### config.mk
export PLATFORM = sky130hd
export DESIGN_NAME = spi_valdet_ctrl
export DESIGN_NICKNAME = d
export VERILOG_FILES = /design/src/rtl/spi_valdet_ctrl_pkg.sv /design/src/rtl/spi_valdet_ctrl_cs_filter.sv /design/src/rtl/spi_valdet_ctrl.sv
export SDC_FILE = /design/constraint.sdc
export NUM_CORES = 1
export LEC_CHECK = 0
export CAP_MARGIN = 10
export CORE_ASPECT_RATIO = 2
export CORE_MARGIN = 1.5
export CORE_UTILIZATION = 30
export DETAILED_ROUTE_END_ITERATION = 8
export GPL_TIMING_DRIVEN = 1
export PLACE_DENSITY = 0.58
export SLEW_MARGIN = 20
export SYNTH_ARGS = -nofsm -noshare
export SYNTH_HDL_FRONTEND = slang
export SYNTH_SLANG_ARGS = --single-unit
### constraint.sdc
create_clock -name sys_clk -period 4.6 [get_ports sys_clk]
set_input_delay 0.46 -clock sys_clk [delete_from_list [all_inputs] [get_ports sys_clk]]
set_output_delay 0.46 -clock sys_clk [all_outputs]
set_load 0.005 [all_outputs]
### src/rtl/spi_valdet_ctrl_pkg.sv
// Shared types for the SPI frame-validity detector.
// Channel FSM codes and the per-channel filter status bundle.
package spi_valdet_ctrl_pkg;

    typedef enum logic [1:0] {
        ST_IDLE   = 2'b00,
        ST_ACTIVE = 2'b01,
        ST_REJECT = 2'b10
    } ch_state_e;

    typedef struct packed {
        logic filt;
        logic armed;
    } cs_stat_t;

endpackage

### src/rtl/spi_valdet_ctrl_cs_filter.sv
// One chip-select conditioner: synchroniser, stability filter, armed flag.
// Armed only once a real post-reset sample has shown the select released.
module spi_valdet_ctrl_cs_filter
    import spi_valdet_ctrl_pkg::*;
#(
    parameter int SYNC_STAGES = 2,
    parameter int FILT_CYC    = 3
) (
    input  logic     sys_clk,
    input  logic     sys_rst_n,
    input  logic     cs_n,
    output cs_stat_t stat
);

    logic [SYNC_STAGES-1:0] sync_q;
    logic [SYNC_STAGES-1:0] primed_q;
    logic                   sync_out;
    logic                   primed;
    logic                   filt;
    logic                   armed_q;

    assign sync_out = sync_q[SYNC_STAGES-1];
    assign primed   = primed_q[SYNC_STAGES-1];

    // Sync chain plus a marker that tracks when reset values have drained out.
    always_ff @(posedge sys_clk or negedge sys_rst_n) begin
        if (!sys_rst_n) begin
            sync_q   <= '1;
            primed_q <= '0;
        end else begin
            sync_q   <= {sync_q[SYNC_STAGES-2:0], cs_n};
            primed_q <= {primed_q[SYNC_STAGES-2:0], 1'b1};
        end
    end

    if (FILT_CYC == 0) begin : g_bypass
        assign filt = sync_out;
    end else begin : g_filt
        localparam int FW = (FILT_CYC < 2) ? 1 : $clog2(FILT_CYC);
        logic [FW-1:0] cnt_q;
        logic          filt_q;

        // Accept a new level only after FILT_CYC identical differing samples.
        always_ff @(posedge sys_clk or negedge sys_rst_n) begin
            if (!sys_rst_n) begin
                cnt_q  <= '0;
                filt_q <= 1'b1;
            end else if (sync_out != filt_q) begin
                if (cnt_q == FW'(FILT_CYC - 1)) begin
                    filt_q <= sync_out;
                    cnt_q  <= '0;
                end else begin
                    cnt_q <= cnt_q + 1'b1;
                end
            end else begin
                cnt_q <= '0;
            end
        end

        assign filt = filt_q;
    end

    // Arm once a genuine high sample is seen while the filtered level is high.
    always_ff @(posedge sys_clk or negedge sys_rst_n) begin
        if (!sys_rst_n) begin
            armed_q <= 1'b0;
        end else begin
            armed_q <= armed_q | (primed & sync_out & filt);
        end
    end

    assign stat = '{filt: filt, armed: armed_q};

endmodule

### src/rtl/spi_valdet_ctrl.sv
// SPI frame-validity detector: per-channel FSMs, fixed-priority grant,
// and the self-timed EE write-busy window.
module spi_valdet_ctrl
    import spi_valdet_ctrl_pkg::*;
#(
    parameter int NCH         = 2,
    parameter int SYNC_STAGES = 2,
    parameter int FILT_CYC    = 3,
    parameter int PROG_CYCLES = 5000,
    parameter int CNT_W       = 13
) (
    input  logic             sys_clk,
    input  logic             sys_rst_n,
    input  logic [NCH-1:0]   spi_cs_n,
    input  logic [NCH-1:0]   spi_prog_en,
    input  logic             spi_wbusy_clr,
    output logic [NCH-1:0]   spi_valid,
    output logic [NCH-1:0]   spi_start_pulse,
    output logic [NCH-1:0]   spi_end_pulse,
    output logic [NCH-1:0]   spi_reject_pulse,
    output logic             spi_ee_wbusy,
    output logic [CNT_W-1:0] spi_busy_cnt
);

    logic [NCH-1:0] cs_filt;
    logic [NCH-1:0] armed;
    logic [NCH-1:0] cs_q;
    logic [NCH-1:0] fall;
    logic [NCH-1:0] rise;
    logic [NCH-1:0] valid_nx;
    logic [NCH-1:0] start_nx;
    logic [NCH-1:0] end_nx;
    logic [NCH-1:0] rej_nx;
    logic           busy_set;
    logic           taken;
    ch_state_e      state    [NCH];
    ch_state_e      state_nx [NCH];

    for (genvar g = 0; g < NCH; g++) begin : g_ch
        cs_stat_t st;

        spi_valdet_ctrl_cs_filter #(
            .SYNC_STAGES (SYNC_STAGES),
            .FILT_CYC    (FILT_CYC)
        ) u_filt (
            .sys_clk   (sys_clk),
            .sys_rst_n (sys_rst_n),
            .cs_n      (spi_cs_n[g]),
            .stat      (st)
        );

        assign cs_filt[g] = st.filt;
        assign armed[g]   = st.armed;
    end

    // Previous filtered level for edge detection.
    always_ff @(posedge sys_clk or negedge sys_rst_n) begin
        if (!sys_rst_n) begin
            cs_q <= '1;
        end else begin
            cs_q <= cs_filt;
        end
    end

    assign fall = cs_q & ~cs_filt & armed;
    assign rise = ~cs_q & cs_filt;

    // Next state and pulses; the first accepted fall claims the grant.
    always_comb begin
        taken    = spi_ee_wbusy;
        busy_set = 1'b0;
        valid_nx = '0;
        start_nx = '0;
        end_nx   = '0;
        rej_nx   = '0;
        for (int i = 0; i < NCH; i++) begin
            if (state[i] == ST_ACTIVE) taken = 1'b1;
        end
        for (int i = 0; i < NCH; i++) begin
            state_nx[i] = state[i];
            unique case (state[i])
                ST_IDLE: begin
                    if (fall[i]) begin
                        if (!taken) begin
                            state_nx[i] = ST_ACTIVE;
                            start_nx[i] = 1'b1;
                            taken       = 1'b1;
                        end else begin
                            state_nx[i] = ST_REJECT;
                            rej_nx[i]   = 1'b1;
                        end
                    end
                end
                ST_ACTIVE: begin
                    if (rise[i]) begin
                        state_nx[i] = ST_IDLE;
                        end_nx[i]   = 1'b1;
                        busy_set    = busy_set | spi_prog_en[i];
                    end
                end
                ST_REJECT: begin
                    if (rise[i]) state_nx[i] = ST_IDLE;
                end
                default: state_nx[i] = ST_IDLE;
            endcase
            valid_nx[i] = (state_nx[i] == ST_ACTIVE);
        end
    end

    // Channel state and registered outputs.
    always_ff @(posedge sys_clk or negedge sys_rst_n) begin
        if (!sys_rst_n) begin
            for (int i = 0; i < NCH; i++) state[i] <= ST_IDLE;
            spi_valid        <= '0;
            spi_start_pulse  <= '0;
            spi_end_pulse    <= '0;
            spi_reject_pulse <= '0;
        end else begin
            for (int i = 0; i < NCH; i++) state[i] <= state_nx[i];
            spi_valid        <= valid_nx;
            spi_start_pulse  <= start_nx;
            spi_end_pulse    <= end_nx;
            spi_reject_pulse <= rej_nx;
        end
    end

    // Busy window: abort beats load, load beats countdown.
    always_ff @(posedge sys_clk or negedge sys_rst_n) begin
        if (!sys_rst_n) begin
            spi_ee_wbusy <= 1'b0;
            spi_busy_cnt <= '0;
        end else if (spi_wbusy_clr) begin
            spi_ee_wbusy <= 1'b0;
            spi_busy_cnt <= '0;
        end else if (busy_set) begin
            spi_ee_wbusy <= 1'b1;
            spi_busy_cnt <= CNT_W'(PROG_CYCLES - 1);
        end else if (spi_ee_wbusy) begin
            if (spi_busy_cnt == '0) begin
                spi_ee_wbusy <= 1'b0;
            end else begin
                spi_busy_cnt <= spi_busy_cnt - 1'b1;
            end
        end
    end

endmodule

==> impl_metrics.csv <==
group,metric,value,unit
run_status,outcome,"finished clean",
cts,cts.sinks,42,
drt,wl_per_cell,14.4,µm
cts,clk_pin_slew,60,ps
global_route,grt_pass1_vias,1400,
floorplan,ioPinCount,29,
setup_path,crit_chain,"inv_1 > ha_1 > nor3b_1 > and4_1 > or4_1 > a31oi_1",
sta,hold_violations,0,
worst_hold_path,hold_path.class,"input port to asynchronous set/reset pin",
sta,finalMaxSlewViolations,0,
cts,cts_made_buffers,5,
cts,insertion_delay,280,ps
pwr,irDropWorstVdd,0.311,mV
pwr,power_density,575,nW/µm²
setup_path,cp_max_fo,16,
drt,vias,1470,
global_route,grt_max_degree,43,
placement,port-buffer-count,28,
sta,worst_pin_slew,945,ps
cts,tritoncts,"built",
sta,max_freq,0.499,GHz
finish,num-nets-final,215,
global_route,antenna_found_initial,0,
cts,cts_setup_buffers,0,
floorplan,initial_core_util,0.308,
setup_path,arrival,2190,ps
logic_synthesis,synth_ff_type,"dfrtp_1",
floorplan,rows,41,
setup_path,cp_slowest_stage_delay,550,ps
sta,finalClockSkew,5.83,ps
cts,cts-root-buf,"clkbuf_16",
setup_path,criticalPathCategory,"flop to flop",
sta,setup_viol,0,
logic_synthesis,yosysUniqueCellTypes,43,
setup_path,cp_slowest_cell,"or4_1",
finish,n_antenna_cell,0,
floorplan,dieArea,6950,µm²
logic_synthesis,ys_ff_latch,42,
cts,htree_levels,2,
logic_synthesis,netlist_instances,169,
drt,firstDrtPassIters,4,
logic_synthesis,yosys_warnings,0,
setup_path,cp-end-kind,"flop",
floorplan,die_w,59.7,µm
global_route,grt_usage,0.128,
cts,ctsHoldBuffers,0,
cts,post_cts_resized,0,
setup_path,path_buf_inv,1,
logic_synthesis,synthArstFlopShare,1.00,
sta,finalSetupTns,0,ps
pwr,p_leak,0.00101,µW
drt,vias_per_cell,5.12,
setup_path,crit_family,"simple AND/OR/NAND/NOR gates",
drt,drt-initial-drc-count,78,
placement,hpwl,2.97,mm
logic_synthesis,synth_nets,184,
global_route,grt_overflow_total,0,
sta,fin_crit_sh,0.435,
floorplan,dieHeight,116,µm
sta,rsz0062_at_grt,"no",
sta,min_period,2000,ps
setup_path,cp-start-kind,"flop",
flow_run,max_cap_violations,0,
finish,utilization,0.388,
placement,routabilityCongestion,0.788,
cts,cts_buffer_depth,2,
global_route,grt_pass1_wl,6.69,mm
placement,placed_cells,279,
logic_synthesis,ys_seq_area_frac,0.550,
setup_path,required,4790,ps
finish,syn_to_final_growth,26.0,%
drt,finalWirelength,4.15,mm
finish,fin_cells,287,
drt,ant_nets,0,
floorplan,core,6260,µm²
finish,drive_above_1_share,0.119,
sta,slew_headroom,0.370,
logic_synthesis,mappedNetlistArea,1930,µm²
logic_synthesis,synth_edf_count,0,
logic_synthesis,syn_area_per_cell,11.4,µm²
drt,drcViolationCount,0,
-- final timing paths --
kind,startpoint,endpoint,slack (ps),depth (start not counted)
worst max-delay path,spi_busy_cnt[0]$_DFFE_PN0P_,spi_busy_cnt[9]$_DFFE_PN0P_,2600,6
worst min-delay path,sys_rst_n,g_ch[0].u_filt.g_filt.cnt_q[0]$_DFF_PN0_,310,1
worst max register to register,spi_busy_cnt[0]$_DFFE_PN0P_,spi_busy_cnt[9]$_DFFE_PN0P_,2600,6
worst min register to register,g_ch[1].u_filt.primed_q[0]$_DFF_PN0_,g_ch[0].u_filt.primed_q[1]$_DFF_PN0_,350,0
max in group asynchronous,sys_rst_n,state[1]$_DFF_PN0_,3680,1
min in group sys_clk,g_ch[1].u_filt.primed_q[0]$_DFF_PN0_,g_ch[0].u_filt.primed_q[1]$_DFF_PN0_,350,0
-- through the flow --
stage	area [µm²]	hold slack [ps]	total power (µW)	setup slack [ps]
3_3_place_gp	2290	337	1060	2630
6_report	2430	309	1400	2600
4_1_cts	2430	357	1410	2570
2_1_floorplan	1930	164	896	2780
3_5_place_dp	2290	345	1070	2600
5_1_grt	2430	366	1500	2470
-- cell usage after synthesis (5+ instances only) --
cell,count,area share
a21oi_1,11,0.029
dfrtp_1,34,0.44
nor2_1,5,0.0097
a31oi_1,8,0.026
o31ai_1,7,0.027
or4_1,8,0.031
ha_1,8,0.052
nand2_1,6,0.012
dfstp_2,8,0.11
inv_1,9,0.018
nand3_1,5,0.013
-- cell families (layout without fill, tap and decap cells) --
kind of cell               after synthesis  after routing  synth area share
AOI/OAI and AO/OA                       39             39             0.136
xor gates and xnor gates                 2              2           0.00909
adders and majority gates                8              8            0.0519
buffers and inverters                   13             45            0.0266
DFF                                     42             42             0.550
muxes                                    2              2            0.0117
other                                    1              1           0.00194
and+or+nand+nor                         62             62             0.212
-- final cells by class --
class / instances / area (µm²)
fillers: 622 / 3830
flip-flops and latches: 42 / 1060
multi-input cells: 114 / 816
repair buffers: 28 / 275
clock buffers: 8 / 136
well taps: 86 / 108
inverters: 9 / 33.8
-- where the power goes --
part,switching [µW],internal (µW)
sequential,84.2,474
clock,134,202
combinational,277,226
-- sequential cells by signal, summed over array words and instances (netlist names), 2 cells and up --
register,count
cs_q,2
g_ch.u_filt.sync_q,4
g_ch.u_filt.filt,2
spi_busy_cnt,13
spi_end_pulse,2
g_ch.u_filt.armed_q,2
spi_reject_pulse,2
spi_start_pulse,2
spi_valid,2
state,4
g_ch.u_filt.g_filt.cnt_q,4
g_ch.u_filt.primed_q,2
-- cell usage in the layout (no fill, tap or decap), types with 2 or more instances in the layout --
| cell type | netlist | final |
|---|---|---|
| a21o_1 | 3 | 3 |
| a21oi_1 | 11 | 11 |
| a31o_2 | 3 | 3 |
| a31oi_1 | 8 | 8 |
| and3b_1 | 2 | 2 |
| and4_1 | 2 | 2 |
| clkbuf_1 | 1 | 3 |
| clkbuf_16 | 0 | 5 |
| clkdlybuf4s50_1 | 0 | 27 |
| dfrtp_1 | 34 | 34 |
| dfstp_2 | 8 | 8 |
| ha_1 | 8 | 8 |
| inv_1 | 9 | 9 |
| mux2_2 | 2 | 2 |
| nand2_1 | 6 | 6 |
| nand2b_1 | 4 | 4 |
| nand3_1 | 5 | 5 |
| nand3b_1 | 3 | 3 |
| nand4_1 | 4 | 4 |
| nand4b_1 | 3 | 3 |
| nor2_1 | 5 | 5 |
| nor2b_1 | 2 | 2 |
| nor3_1 | 4 | 4 |
| nor3b_1 | 3 | 3 |
| o21ai_0 | 2 | 2 |
| o31ai_1 | 7 | 7 |
| or3_1 | 4 | 4 |
| or4_1 | 8 | 8 |
| xnor2_1 | 2 | 2 |
-- routing by layer --
layer  part of all wire  GRT usage
met3              0.034     0.0266
met4              0.019     0.0593
met5                  0          0
met2               0.55      0.230
met1               0.39      0.138
No activity file was read; power rests on OpenSTA's default activity.
